[src/rtl/subbytes_dma.sv]
// AES SubBytes DMA: reads each source word, replaces every byte through the
// memory-resident S-box and writes the result out. Optional macro: SUBBYTES_ADDKEY_EN.
module subbytes_dma #(
  parameter logic [31:0] SBOX_BASE = 32'h0000_0200,
  parameter int          NUM_WORDS = 4
) (
  input  logic        clk,
  input  logic        reset,
  input  logic        start,
  input  logic [31:0] src_addr,
  input  logic [31:0] dst_addr,
`ifdef SUBBYTES_ADDKEY_EN
  input  logic [31:0] key_addr,
`endif
  output logic        busy,
  output logic        done,
  output logic        mem_we,
  output logic        mem_re,
  output logic [31:0] mem_addr,
  output logic [31:0] mem_wdata,
  input  logic [31:0] mem_rdata,
  output logic [2:0]  state_dbg
);

  // start is a one-cycle request honoured only while idle (busy=0); done pulses
  // for exactly one cycle after the last destination write has been issued.
  typedef enum logic [2:0] {
    S_IDLE = 3'd0,
    S_RD   = 3'd1,
    S_LK   = 3'd2,
    S_WR   = 3'd3,
    S_DONE = 3'd4
`ifdef SUBBYTES_ADDKEY_EN
    , S_KEY = 3'd5
`endif
  } state_t;

  localparam logic [5:0]  LAST_CNT     = 6'(NUM_WORDS - 1);
  localparam logic [31:0] SBOX_ALIGNED = {SBOX_BASE[31:2], 2'b00};

  state_t      state_q, state_d;
  logic [5:0]  cnt_q, cnt_d;
  logic [1:0]  idx_q, idx_d;
  logic [31:0] word_q, word_d;
  logic [31:0] res_q, res_d;
  logic [31:0] src_q, src_d;
  logic [31:0] dst_q, dst_d;
`ifdef SUBBYTES_ADDKEY_EN
  logic [31:0] key_q, key_d;
`endif

  logic [31:0] word_off;
  logic [7:0]  lk_byte;

  assign word_off  = {24'b0, cnt_q, 2'b00};
  assign lk_byte   = word_q[{idx_q, 3'b000} +: 8];
  assign state_dbg = state_q;

  always_ff @(posedge clk) begin
    if (reset) begin
      state_q <= S_IDLE;
      cnt_q   <= '0;
      idx_q   <= '0;
      word_q  <= '0;
      res_q   <= '0;
      src_q   <= '0;
      dst_q   <= '0;
`ifdef SUBBYTES_ADDKEY_EN
      key_q   <= '0;
`endif
    end else begin
      state_q <= state_d;
      cnt_q   <= cnt_d;
      idx_q   <= idx_d;
      word_q  <= word_d;
      res_q   <= res_d;
      src_q   <= src_d;
      dst_q   <= dst_d;
`ifdef SUBBYTES_ADDKEY_EN
      key_q   <= key_d;
`endif
    end
  end

  always_comb begin
    state_d   = state_q;
    cnt_d     = cnt_q;
    idx_d     = idx_q;
    word_d    = word_q;
    res_d     = res_q;
    src_d     = src_q;
    dst_d     = dst_q;
`ifdef SUBBYTES_ADDKEY_EN
    key_d     = key_q;
`endif
    busy      = 1'b1;
    done      = 1'b0;
    mem_we    = 1'b0;
    mem_re    = 1'b0;
    mem_addr  = '0;
    mem_wdata = '0;

    case (state_q)
      S_IDLE: begin
        busy = 1'b0;
        if (start) begin
          src_d   = {src_addr[31:2], 2'b00};
          dst_d   = {dst_addr[31:2], 2'b00};
`ifdef SUBBYTES_ADDKEY_EN
          key_d   = {key_addr[31:2], 2'b00};
`endif
          cnt_d   = '0;
          state_d = S_RD;
        end
      end
      S_RD: begin
        mem_re   = 1'b1;
        mem_addr = src_q + word_off;
        word_d   = mem_rdata;
        idx_d    = 2'd3;
`ifdef SUBBYTES_ADDKEY_EN
        state_d  = S_KEY;
`else
        state_d  = S_LK;
`endif
      end
`ifdef SUBBYTES_ADDKEY_EN
      S_KEY: begin
        mem_re   = 1'b1;
        mem_addr = key_q + word_off;
        word_d   = word_q ^ mem_rdata;
        state_d  = S_LK;
      end
`endif
      // One table lookup per byte, most significant byte first.
      S_LK: begin
        mem_re   = 1'b1;
        mem_addr = SBOX_ALIGNED + {22'b0, lk_byte, 2'b00};
        res_d[{idx_q, 3'b000} +: 8] = mem_rdata[7:0];
        idx_d    = idx_q - 2'd1;
        if (idx_q == 2'd0) state_d = S_WR;
      end
      S_WR: begin
        mem_we    = 1'b1;
        mem_addr  = dst_q + word_off;
        mem_wdata = res_q;
        if (cnt_q == LAST_CNT) begin
          state_d = S_DONE;
        end else begin
          cnt_d   = cnt_q + 6'd1;
          state_d = S_RD;
        end
      end
      S_DONE: begin
        done    = 1'b1;
        state_d = S_IDLE;
      end
      default: state_d = S_IDLE;
    endcase
  end

endmodule

[config.mk]
export PLATFORM = sky130hd
export DESIGN_NAME = subbytes_dma
export DESIGN_NICKNAME = d
export VERILOG_FILES = /design/src/rtl/subbytes_dma.sv
export SDC_FILE = /design/constraint.sdc
export NUM_CORES = 1
export LEC_CHECK = 0
export ABC_CLOCK_PERIOD_IN_PS = 4700
export BUFFER_PORTS_ARGS = -buffer_cell sky130_fd_sc_hd__buf_2
export CORE_UTILIZATION = 50
export CTS_BUF_LIST = sky130_fd_sc_hd__clkbuf_8
export CTS_CLUSTER_DIAMETER = 30
export DETAILED_ROUTE_END_ITERATION = 6
export HOLD_SLACK_MARGIN = 0.15
export PLACE_DENSITY_LB_ADDON = 0.3
export SLEW_MARGIN = 20
export SYNTH_ARGS = -nofsm -noshare
export SYNTH_HDL_FRONTEND = slang
export SYNTH_SLANG_ARGS = --single-unit
[constraint.sdc]
create_clock -name clk -period 4.7 [get_ports clk]
set_clock_uncertainty 0.15 [all_clocks]
set_input_delay 0.47 -clock clk [delete_from_list [all_inputs] [get_ports clk]]
set_output_delay 0.47 -clock clk [all_outputs]
set_load 0.01 [all_outputs]
==> metrics.md, run 1 <==
| Metric | Value |
|---|---|
| Initial Util | `51.9%` |
| Seq/Total Area, Yosys | `between 30% and 40%` |
| Routed vias | `around 7000` |
| CP arrival | `roughly 3700 ps` |
| TritonCTS Sinks | `around 140` |
| Overall power after layout | `2.69 mW` |
| Syn Area/Cell | `between 7 and 8 um2` |
| Hold depth | `3` |
| Yosys cell types | `60` |
| Count leader, synth | `nand2_1` |
| Die Area | `around 14000 um2` |
| Reg clk slew, reported paths | `~90 ps` |
| Global-route wire length before repair | `31.9 mm` |
| GRT Total Usage | `27.9%` |
| Final net count | `around 1200` |
| CTS tree | `done` |
| Vias/cell | `5.40` |
| DIE WIDTH | `between 100 and 150 um` |
| Post-Route WL | `roughly 20 mm` |
| R2R cell count | `5` |
| Die height | `roughly 120 um` |
| Peak supply drop | `0.000229 V` |
| Per-cell routed wire length | `15.1 um` |
| P&R area growth vs syn | `29.4%` |
| Status | `complete, no violations` |
| Ys flop type | `dfxtp_1` |
| CTS Root Cell | `clkbuf_8` |
| Critical path data required time | `approximately 4000 ps` |
| Final HPWL DP | `12.6 mm` |
| Antenna Nets Post-Route | `0` |
| Crit. Startpoint | `state_dbg[0]` |
| Clk buf depth | `2` |
| Slowest CP cell | `dfxtp_1` |
| FMAX | `approximately 0.23 GHz` |
| Share of cells above drive strength 1 | `~20%` |
| Core ar. | `around 13000 um2` |
| Initial antenna violation count | `0` |
| Max-cap violations | `0` |
| Min-delay worst type | `input pin to flip-flop` |
| Hold Vio Cnt, Final | `0` |
| Setup Crit Path Kind | `flip-flop to output port` |
| Global route total overflow | `0` |
| Std cell rows | `42` |
| Ant diodes | `0` |
| Min Tclk post-route | `roughly 4300 ps` |
| Area share of the largest cell type after synthesis | `between 30% and 40%` |
| Worst setup SP type | `flip-flop` |
| Post-synth EDFFs | `0` |
| Synth warnings | `0` |
| CP Capture Type | `output port` |
| CP max stage delay | `roughly 460 ps` |
| Worst path most repeated cell | `nand2_1` |
| Worst path cell trace | `nand3b_1 > inv_2 > nand2_1 > nand2_1 > ha_1 > inv_1 > fa_1 > nor2b_1 > o2111ai_1 > a211oi_4 > buf_12 > nand3_1 > o21ai_0 > buf_2` |
| Worst reg2reg startpoint | `idx_q[0]` |
| Netlist area before placement | `6920 um2` |
| IO Port Bufs | `163` |
| Boundary pin count | `170` |
| Worst-Margin Slew | `1140 ps` |
| Cts bufs inserted | `17` |
| End of the worst hold path | `word_q[1]` |
| Fin. max-slew vios | `0` |
| Most frequent cells after synthesis | `272 x nand2_1, 138 x a21oi_1, 135 x dfxtp_1` |
| Resize count post-CTS | `0` |
| Fillers | `about 1200` |
| Synth area leader | `dfxtp_1` |
| Top cells by area, synth | `dfxtp_1 39%, nand2_1 15%, a21oi_1 10%, nand3_1 4.1%, mux2i_1 3.5%` |
| Ys async rst share | `0%` |
| Max-slew headroom | `about a quarter` |
| 1st-pass router iterations | `6` |
| Setup tns final | `0 ps` |
| Power Density | `301 nW/um2` |
| Post-route DRC | `0` |
| Static Leak | `~3.7 nW` |
| Gate Count Post-Synth | `between 900 and 1000` |
| Clock latency on the worst-skew pair | `between 400 and 500 ps` |
| Tcrit/Tclk final | `roughly 91%` |
| R2R Setup Slk | `roughly 1900 ps` |
| RePlAce Congestion | `0.843` |
| RSZ-0062 raised after global routing | `no` |
| Endpoints failing setup | `0` |
| H-tree Lvls | `4` |
| Min-delay src | `mem_rdata[1]` |
| DRT iter0 DRCs | `a little under 500` |
| FF+latch count, synth | `135` |
| FF-to-FF End | `res_q[22]` |
| Largest net degree at the start of global routing | `around 110` |
| Vias in the first global route | `approximately 6600` |
| Crit Path Max Fanout | `16` |
-- kinds of logic after synthesis --
group	Yosys count	synth area share, %
AOI/OAI and AO/OA	199	16.4
xor gates and xnor gates	15	1.90
adders and majority gates	14	2.64
buffers and inverters	71	4.45
DFF	135	39.0
muxes	39	7.27
other	1	0.0542
and+or+nand+nor	438	28.2
-- metrics by stage --
step	cell area [um2]	hold slack, ps	cells	setup WS (ps)	util (%)
after floorplan	6930	277	913	630	-
after global placement	7760	284	1198	761	58.1
after detailed placement	7760	291	1198	665	58.1
after CTS	8930	156	1313	175	66.9
after global routing	8960	154	1314	120	67.1
final	8960	180	1314	400	67.1
-- layout by cell type (no fill, tap or decap), types with 14 or more instances in the layout --
cell type	instances
nor2_1	24
dfxtp_1	135
clkbuf_8	18
buf_2	162
and2_1	32
nor3_1	14
dlygate4sd3_1	84
nand2_1	271
mux2i_1	24
nand3_1	57
a21oi_1	138
o21ai_0	16
-- where the power goes --
group | total, mW | leakage (nW) | switching (mW) | internal [mW]
Combinational | 0.571 | 2.46 | 0.338 | 0.233
Clock | 0.824 | 0.169 | 0.454 | 0.370
Sequential | 1.30 | 1.10 | 0.0746 | 1.22
Total | 2.69 | 3.73 | 0.866 | 1.83
-- how the worst max path moves through the flow --
stage	to	slack [ps]	depth (start not counted)
global placement	mem_addr[30]	760	13
global route	mem_addr[26]	120	14
CTS	mem_addr[30]	180	13
floorplan	mem_addr[26]	630	17
finish	mem_addr[26]	400	14
detailed placement	mem_addr[30]	660	13
-- state kept, by name, summed over array words and instances (netlist names) --
register / count
cnt_q: 6
idx_q: 2
word_q: 32
dst_q: 30
res_q: 32
state_dbg: 3
src_q: 30
-- cell type report --
class,instances,area (um2),area share (%)
tap,176,220,2.46
multi-input combinational,707,3930,43.8
sequential,135,2700,30.2
inverter,9,33.8,0.377
clock buffer,18,248,2.77
timing repair buffer,256,1740,19.4
clock inverter,13,87.6,0.978
-- repair_timing --
action | in CTS | in global routing
setup endpoints to repair | 0 | 8
hold endpoints to repair | 84 | 0
hold buffers | 84 | 0
buffers inserted | 0 | 1
-- critical path, delay by kind of cell (launching register included) --
kind            cells  cell delay, ps
simple gates        5             560
compound gates      3             900
fa+ha+maj           2             570
flops               1             460
buf+inv             4             740
-- layer usage --
layer	GRT usage (%)	routed length (um)	share of wire (%)	up-vias
met5	0	0	0	-
met4	8.36	315	1.6	0
met3	7.08	1250	6.3	30
met2	47.9	9610	49	234
met1	34.2	8630	44	3291
li1	-	-	-	3542
(Power assumes the default switching activity.)
==> run 2, diff against run 1 <==
--- a/config.mk
+++ b/config.mk
@@ -9,3 +9,3 @@
 export BUFFER_PORTS_ARGS = -buffer_cell sky130_fd_sc_hd__buf_2
-export CORE_UTILIZATION = 50
+export CORE_UTILIZATION = 40
 export CTS_BUF_LIST = sky130_fd_sc_hd__clkbuf_8
--- a/constraint.sdc
+++ b/constraint.sdc
@@ -4,2 +4,2 @@
 set_output_delay 0.47 -clock clk [all_outputs]
-set_load 0.01 [all_outputs]
+set_load 0.02 [all_outputs]
==> run 2 against run 1 <==
Power rose by 2.5%; critical path type unchanged; clock-buffer cell count is the same; maximum frequency down 2.4%; clock power up 5.5%.
==> metrics.md, run 2 (same netlist as run 1, synthesis figures left out) <==
| Metric | Value |
|---|---|
| Overall power after layout | `2.76 mW (+2.5%)` |
| Peak supply drop | `0.000182 V (-20%)` |
| Most common cell after layout, fill and taps aside | `nand2_1` |
| Ant diodes | `0 (unchanged)` |
| Global-route wire length before repair | `32.7 mm (+2.5%)` |
| Power Density | `304 nW/um2 (+0.96%)` |
| Slowest CP cell | `dfxtp_1` |
| CP Capture Type | `output port` |
| Die Area | `17800 um2 (+25%)` |
| Max-slew headroom | `27.6% (+3.4 points)` |
| Leading registers by flop count | `res_q: 32 flops, word_q: 32 flops` |
| Setup slack after layout | `294 ps (-106 ps)` |
| Largest net degree at the start of global routing | `102 (-2.9%)` |
| TritonCTS Sinks | `135 (unchanged)` |
| CP delay by family, top | `buffers and inverters` |
| Initial Util | `41.3% (-11 points)` |
| R2R cell count | `5 (unchanged)` |
| Fin cells | `1366 (+4.0%)` |
| Routed vias | `7067 (-0.42%)` |
| Hold slack | `184 ps (+3.16 ps)` |
| H-tree Lvls | `4 (unchanged)` |
| Final net count | `1246 (+0.56%)` |
| Post-placement cell count | `1244 (+3.8%)` |
| Crit path depth | `14 (unchanged)` |
| Fin util | `54.2% (-13 points)` |
| Global route total overflow | `0 (unchanged)` |
| CP arrival | `3790 ps (+110 ps)` |
| Static Leak | `3.76 nW (+0.94%)` |
| 1st-pass router iterations | `5 (-1)` |
| Die height | `134 um (+12%)` |
| Post-Route WL | `20.4 mm (+2.9%)` |
| Boundary pin count | `170 (unchanged)` |
| RePlAce Congestion | `0.820 (-2.7%)` |
| Place WS | `588 ps (-77.2 ps)` |
| GRT Total Usage | `23.1% (-4.8 points)` |
| Cts bufs inserted | `17 (unchanged)` |
| P&R area growth vs syn | `31.3%` |
| Post-Layout Inst Area | `9090 um2 (+1.5%)` |
| Setup tns final | `0 ps (unchanged)` |
| RSZ-0062 raised after global routing | `no` |
| DRT iter0 DRCs | `369 (-24%)` |
| Post-route DRC | `0 (unchanged)` |
| Hold depth | `3 (unchanged)` |
| Initial antenna violation count | `0 (unchanged)` |
| Crit Path Max Fanout | `20 (+4)` |
| Final HPWL DP | `13.4 mm (+6.1%)` |
| Max-cap violations | `0 (unchanged)` |
| Clk buf depth | `2 (unchanged)` |
| Most frequent cells in the layout | `271 x nand2_1, 162 x buf_2, 138 x a21oi_1` |
| Antenna Nets Post-Route | `0 (unchanged)` |
| Setup Crit Path Kind | `flip-flop to output port` |
| Endpoints failing setup | `0 (unchanged)` |
| Status | `complete, no violations` |
| Fin. max-slew vios | `0 (unchanged)` |
| Core ar. | `16800 um2 (+26%)` |
| Min-delay worst type | `input pin to flip-flop` |
| CTS Root Cell | `clkbuf_8` |
| Vias in the first global route | `6610 (-0.26%)` |
| Placed cell areas | `7830 um2 (+0.90%)` |
| Critical path data required time | `4080 ps (about the same)` |
| Per-cell routed wire length | `14.9 um (-0.97%)` |
| Tcrit/Tclk final | `93.7% (+2.2 points)` |
| Reg clk slew, reported paths | `80 ps (about the same)` |
| Share of cells above drive strength 1 | `20.4% (+0.21 points)` |
| Worst setup SP type | `flip-flop` |
| Vias/cell | `5.17 (-4.2%)` |
| Worst path cell trace | `nand3b_1 > buf_4 > nand2_1 > nand2_1 > inv_1 > fa_1 > nor2b_1 > o2111ai_1 > a211oi_4 > buf_12 > buf_4 > nand4_1 > a21oi_1 > buf_2` |
| CP max stage delay | `440 ps (-20 ps)` |
| DIE WIDTH | `134 um (+12%)` |
| CTS tree | `done` |
| Min Tclk post-route | `4410 ps (+106 ps)` |
| Std cell rows | `47 (+12%)` |
| CP bufs+invs | `5 (+1)` |
| Clock latency on the worst-skew pair | `460 ps (about the same)` |
| IO Port Bufs | `163 (unchanged)` |
| Worst-Margin Slew | `1090 ps (-50.3 ps)` |
| Hold Vio Cnt, Final | `0 (unchanged)` |
| FMAX | `0.227 GHz (-2.4%)` |
run 2: cell count changes in the layout (fill, tap and decap cells not counted):
cell           before  now
buf_4               9   13
clkinv_4            4    3
clkinvlp_4          4    1
dlygate4sd3_1      84   87
inv_6               0    5
nand2b_1            2    3
nand2b_2            1    0
o22ai_2             1    0
o22ai_4             0    1
run 2: report_power, final:
part | total [mW] | internal (mW) | switching, mW | leakage, nW
clock network | 0.869 | 0.382 | 0.487 | 0.187
registers | 1.30 | 1.22 | 0.0734 | 1.10
logic | 0.594 | 0.236 | 0.357 | 2.47
total | 2.76 | 1.84 | 0.918 | 3.76
run 2: final cells by class:
type | instances | area, um2
fill | 1610 | 7670
multi-input combinational | 707 | 3930
sequential | 135 | 2700
timing repair buffer | 263 | 1800
tap | 220 | 275
clock buffer | 18 | 248
clock inverter | 14 | 100
inverter | 9 | 33.8
run 2: metal layers:
metal	GRT usage, %	up-vias	wire [um]
li1	-	3560	-
met1	29.1	3284	9190
met2	38.3	204	9780
met3	5.94	19	1130
met4	7.95	0	289
met5	0	-	0
run 2: worst reg2reg max path, delay by kind of cell, from the launching register on:
| kind | cells | cell delay, ps |
|---|---|---|
| simple gates | 2 | 990 |
| flops | 1 | 860 |
| buf+inv | 1 | 260 |
| compound gates | 1 | 170 |
| fa+ha+maj | 1 | 420 |
run 2: path summary, 6_finish.rpt:
kind | from | endpoint | slack (ps)
worst max-delay path | state_dbg[2] | mem_addr[22] | 290
worst min-delay path | mem_rdata[6] | res_q[22] | 180
worst min register to register | res_q[23] | res_q[23] | 300
worst max register to register | idx_q[0] | res_q[17] | 1790
run 2: repair_timing:
action / CTS / global route
hold buffers: 85 / 2
setup buffers: 0 / 3
hold endpoints to repair: 85 / 2
resized for setup: 0 / 1
setup endpoints to repair: 0 / 12
==> run 3, diff against run 2 <==
ABC_AREA = 1   (was not set)
CELL_PAD_IN_SITES_DETAIL_PLACEMENT = 1   (was not set)
CELL_PAD_IN_SITES_GLOBAL_PLACEMENT = 2   (was not set)
CORE_UTILIZATION = 29   (was 40)
SKIP_CTS_REPAIR_TIMING = 1   (was not set)
==> run 3 against run 2 <==
First-iteration DRC count fell by 2.4%; power rose by 31%; final cell count rose by 16%; largest cell class unchanged; worst setup slack improved by 290 ps; highest routed layer unchanged.
==> metrics.md, run 3 <==
| Metric | Value |
|---|---|
| CP bufs+invs | `4 (-1)` |
| Min Tclk post-route | `4110 ps (-295 ps)` |
| Crit Path Max Fanout | `18 (-10%)` |
| Worst-Margin Slew | `874 ps (-212 ps)` |
| Critical path data required time | `4080 ps (about the same)` |
| Initial antenna violation count | `0 (unchanged)` |
| DIE WIDTH | `158 um (+18%)` |
| CTS Root Cell | `clkbuf_8` |
| Max-slew headroom | `41.3% (+14 points)` |
| Crit. Startpoint | `state_dbg[2]` |
| Synth warnings | `0 (unchanged)` |
| IO Port Bufs | `163 (unchanged)` |
| Most frequent cells after synthesis | `265 x nand2_1, 159 x a21oi_1, 135 x dfxtp_1` |
| Top cells by area, synth | `dfxtp_1 38%, nand2_1 14%, a21oi_1 11%, o21ai_0 7.3%, inv_1 6.3%` |
| RePlAce Congestion | `0.811 (-1.1%)` |
| Syn Area/Cell | `6.54 um2 (-14%)` |
| 1st-pass router iterations | `4 (-1)` |
| Netlist area before placement | `7080 um2 (+2.3%)` |
| Ys flop type | `dfxtp_1` |
| Ys async rst share | `0% (unchanged)` |
| Post-Route WL | `24.5 mm (+20%)` |
| Antenna Nets Post-Route | `0 (unchanged)` |
| GRT busiest layer | `met2` |
| Ant diodes | `0 (unchanged)` |
| Met2 Use GR | `30.1% (-8.2 points)` |
| Power Density | `405 nW/um2 (+33%)` |
| Critical Path End | `mem_addr[28]` |
| Vias in the first global route | `6931 (+4.9%)` |
| RSZ-0062 raised after global routing | `no` |
| Std cell rows | `56 (+19%)` |
| Worst reg2reg startpoint | `idx_q[1]` |
| Vias/cell | `4.64 (-10%)` |
| CP delay by family, top | `simple AND/OR/NAND/NOR gates` |
| TritonCTS Sinks | `135 (unchanged)` |
| R2R Setup Slk | `1510 ps (-280 ps)` |
| Worst path most repeated cell | `nand2_1` |
| Hold Vio Cnt, Final | `0 (unchanged)` |
| Most common cell after layout, fill and taps aside | `nand2_1` |
| Status | `complete, no violations` |
| Reg clk slew, reported paths | `100 ps (+20 ps)` |
| R2R cell count | `5 (unchanged)` |
| Placed cell areas | `8100 um2 (+3.4%)` |
| Min-delay worst type | `input pin to flip-flop` |
| Synth area leader | `dfxtp_1` |
| Global-route wire length before repair | `37.4 mm (+15%)` |
| Slowest CP cell | `dfxtp_1` |
| Static Leak | `3.82 nW (+1.5%)` |
| Share of cells above drive strength 1 | `18.7% (-1.8 points)` |
| Worst path cell trace | `inv_2 > nand3_4 > o21ai_0 > ha_1 > inv_1 > fa_1 > inv_1 > nand4_1 > nand3_1 > nand3_2 > nor2_2 > nand2_1 > nand2_1 > nand2_1 > nor2_1 > buf_2` |
| Global route total overflow | `0 (unchanged)` |
| P&R area growth vs syn | `26.4%` |
| Core ar. | `23700 um2 (+41%)` |
| Clock latency on the worst-skew pair | `430 ps (-30 ps)` |
| Routed vias | `7377 (+4.4%)` |
| Tcrit/Tclk final | `87.5% (-6.3 points)` |
| Leading registers by flop count | `res_q: 32 flops, word_q: 32 flops` |
| Die height | `158 um (+18%)` |
| Seq/Total Area, Yosys | `38.2% (-0.86 points)` |
| Crit path depth | `16 (+2)` |
| FF-to-FF End | `res_q[1]` |
| Max-cap violations | `0 (unchanged)` |
| Peak supply drop | `0.000170 V (-6.8%)` |
| FMAX | `0.243 GHz (+7.2%)` |
| Per-cell routed wire length | `15.4 um (+3.3%)` |
| Die Area | `25000 um2 (+40%)` |
| CP max stage delay | `380 ps (-60 ps)` |
| Post-route DRC | `0 (unchanged)` |
| FF+latch count, synth | `135 (unchanged)` |
| Gate Count Post-Synth | `1083 (+19%)` |
| Endpoints failing setup | `0 (unchanged)` |
| Post-synth EDFFs | `0 (unchanged)` |
| H-tree Lvls | `4 (unchanged)` |
| CP arrival | `3490 ps (-300 ps)` |
| Worst setup SP type | `flip-flop` |
| DRT iter0 DRCs | `360 (-2.4%)` |
| Yosys cell types | `38 (-37%)` |
| CTS tree | `done` |
| Largest net degree at the start of global routing | `79 (-23%)` |
| Initial Util | `29.9% (-11 points)` |
| Final net count | `1370 (+10%)` |
| Boundary pin count | `170 (unchanged)` |
| Final HPWL DP | `17.5 mm (+31%)` |
| Cts bufs inserted | `17 (unchanged)` |
| Most frequent cells in the layout | `265 x nand2_1, 163 x buf_2, 159 x a21oi_1` |
| Setup tns final | `0 ps (unchanged)` |
| GR Layer Usage met3 | `3.75% (-2.2 points)` |
| GRT Total Usage | `19.5% (-3.6 points)` |
| Post-Layout Inst Area | `8950 um2 (-1.5%)` |
| CP Capture Type | `output port` |
| Area share of the largest cell type after synthesis | `38.2% (-0.86 points)` |
| Clk buf depth | `2 (unchanged)` |
| Count leader, synth | `nand2_1` |
| Met1 Usage GRT | `28.2% (-0.99 points)` |
| Fillers | `3190 (+98%)` |
| Setup Crit Path Kind | `flip-flop to output port` |
| Fin. max-slew vios | `0 (unchanged)` |
[run 3: routing by layer]
metal	vias up	routed length, um
met5	-	0
met4	0	111
met3	7	1220
met2	121	11200
met1	3400	12000
li1	3849	-
[run 3: through the flow]
step	instances	hold WS, ps	setup slack (ps)	util [%]	power (mW)
final	1589	151	589	37.8	3.62
after detailed placement	1513	290	799	34.2	2.61
after global placement	1513	285	855	34.2	2.59
after global routing	1589	151	193	37.8	3.89
after floorplan	1084	274	829	-	2.23
after CTS	1545	81.3	306	35.9	3.64
[run 3: cells by family (layout without fill, tap and decap cells)]
kind of cell	count (synthesis)	after routing	share of synthesized area, %
buffers and inverters	187	372	10.5
DFF	135	135	38.2
and+or+nand+nor	460	461	27.6
adders and majority gates	14	14	2.58
AOI/OAI and AO/OA	285	285	21.0
xor gates and xnor gates	1	1	0.124
other	1	2	0.0530
[run 3: area by class of cell]
cell class | count | area [um2] | share of cell area, %
Timing Repair Buffer | 215 | 1310 | 14.7
Sequential cell | 135 | 2700 | 30.2
Clock buffer | 18 | 248 | 2.77
Tap cell | 319 | 399 | 4.46
Inverter | 125 | 469 | 5.24
Multi-Input combinational cell | 763 | 3650 | 40.8
Clock inverter | 14 | 166 | 1.86
[run 3: worst min-delay path by stage]
| stage | start | to | slack (ps) | cells after the start |
|---|---|---|---|---|
| finish | mem_rdata[23] | word_q[23] | 150 | 3 |
| global route | mem_rdata[20] | word_q[20] | 150 | 3 |
| CTS | src_addr[15] | src_q[15] | 80 | 3 |
| detailed placement | word_q[12] | word_q[12] | 290 | 2 |
| global placement | word_q[3] | word_q[3] | 290 | 2 |
| floorplan | word_q[10] | word_q[10] | 270 | 2 |
[run 3: where the power goes]
part / switching, mW / internal (mW) / total, mW
registers: 0.0925 / 1.32 / 1.42
clock network: 0.516 / 0.502 / 1.02
logic: 0.845 / 0.345 / 1.19
[run 3: worst reg2reg max path, stage by stage, from the launching register on]
cell	delay (ps)
dfxtp_1	650
clkinv_1	530
ha_1	620
nor3_1	770
a21oi_1	180
a211oi_1	200
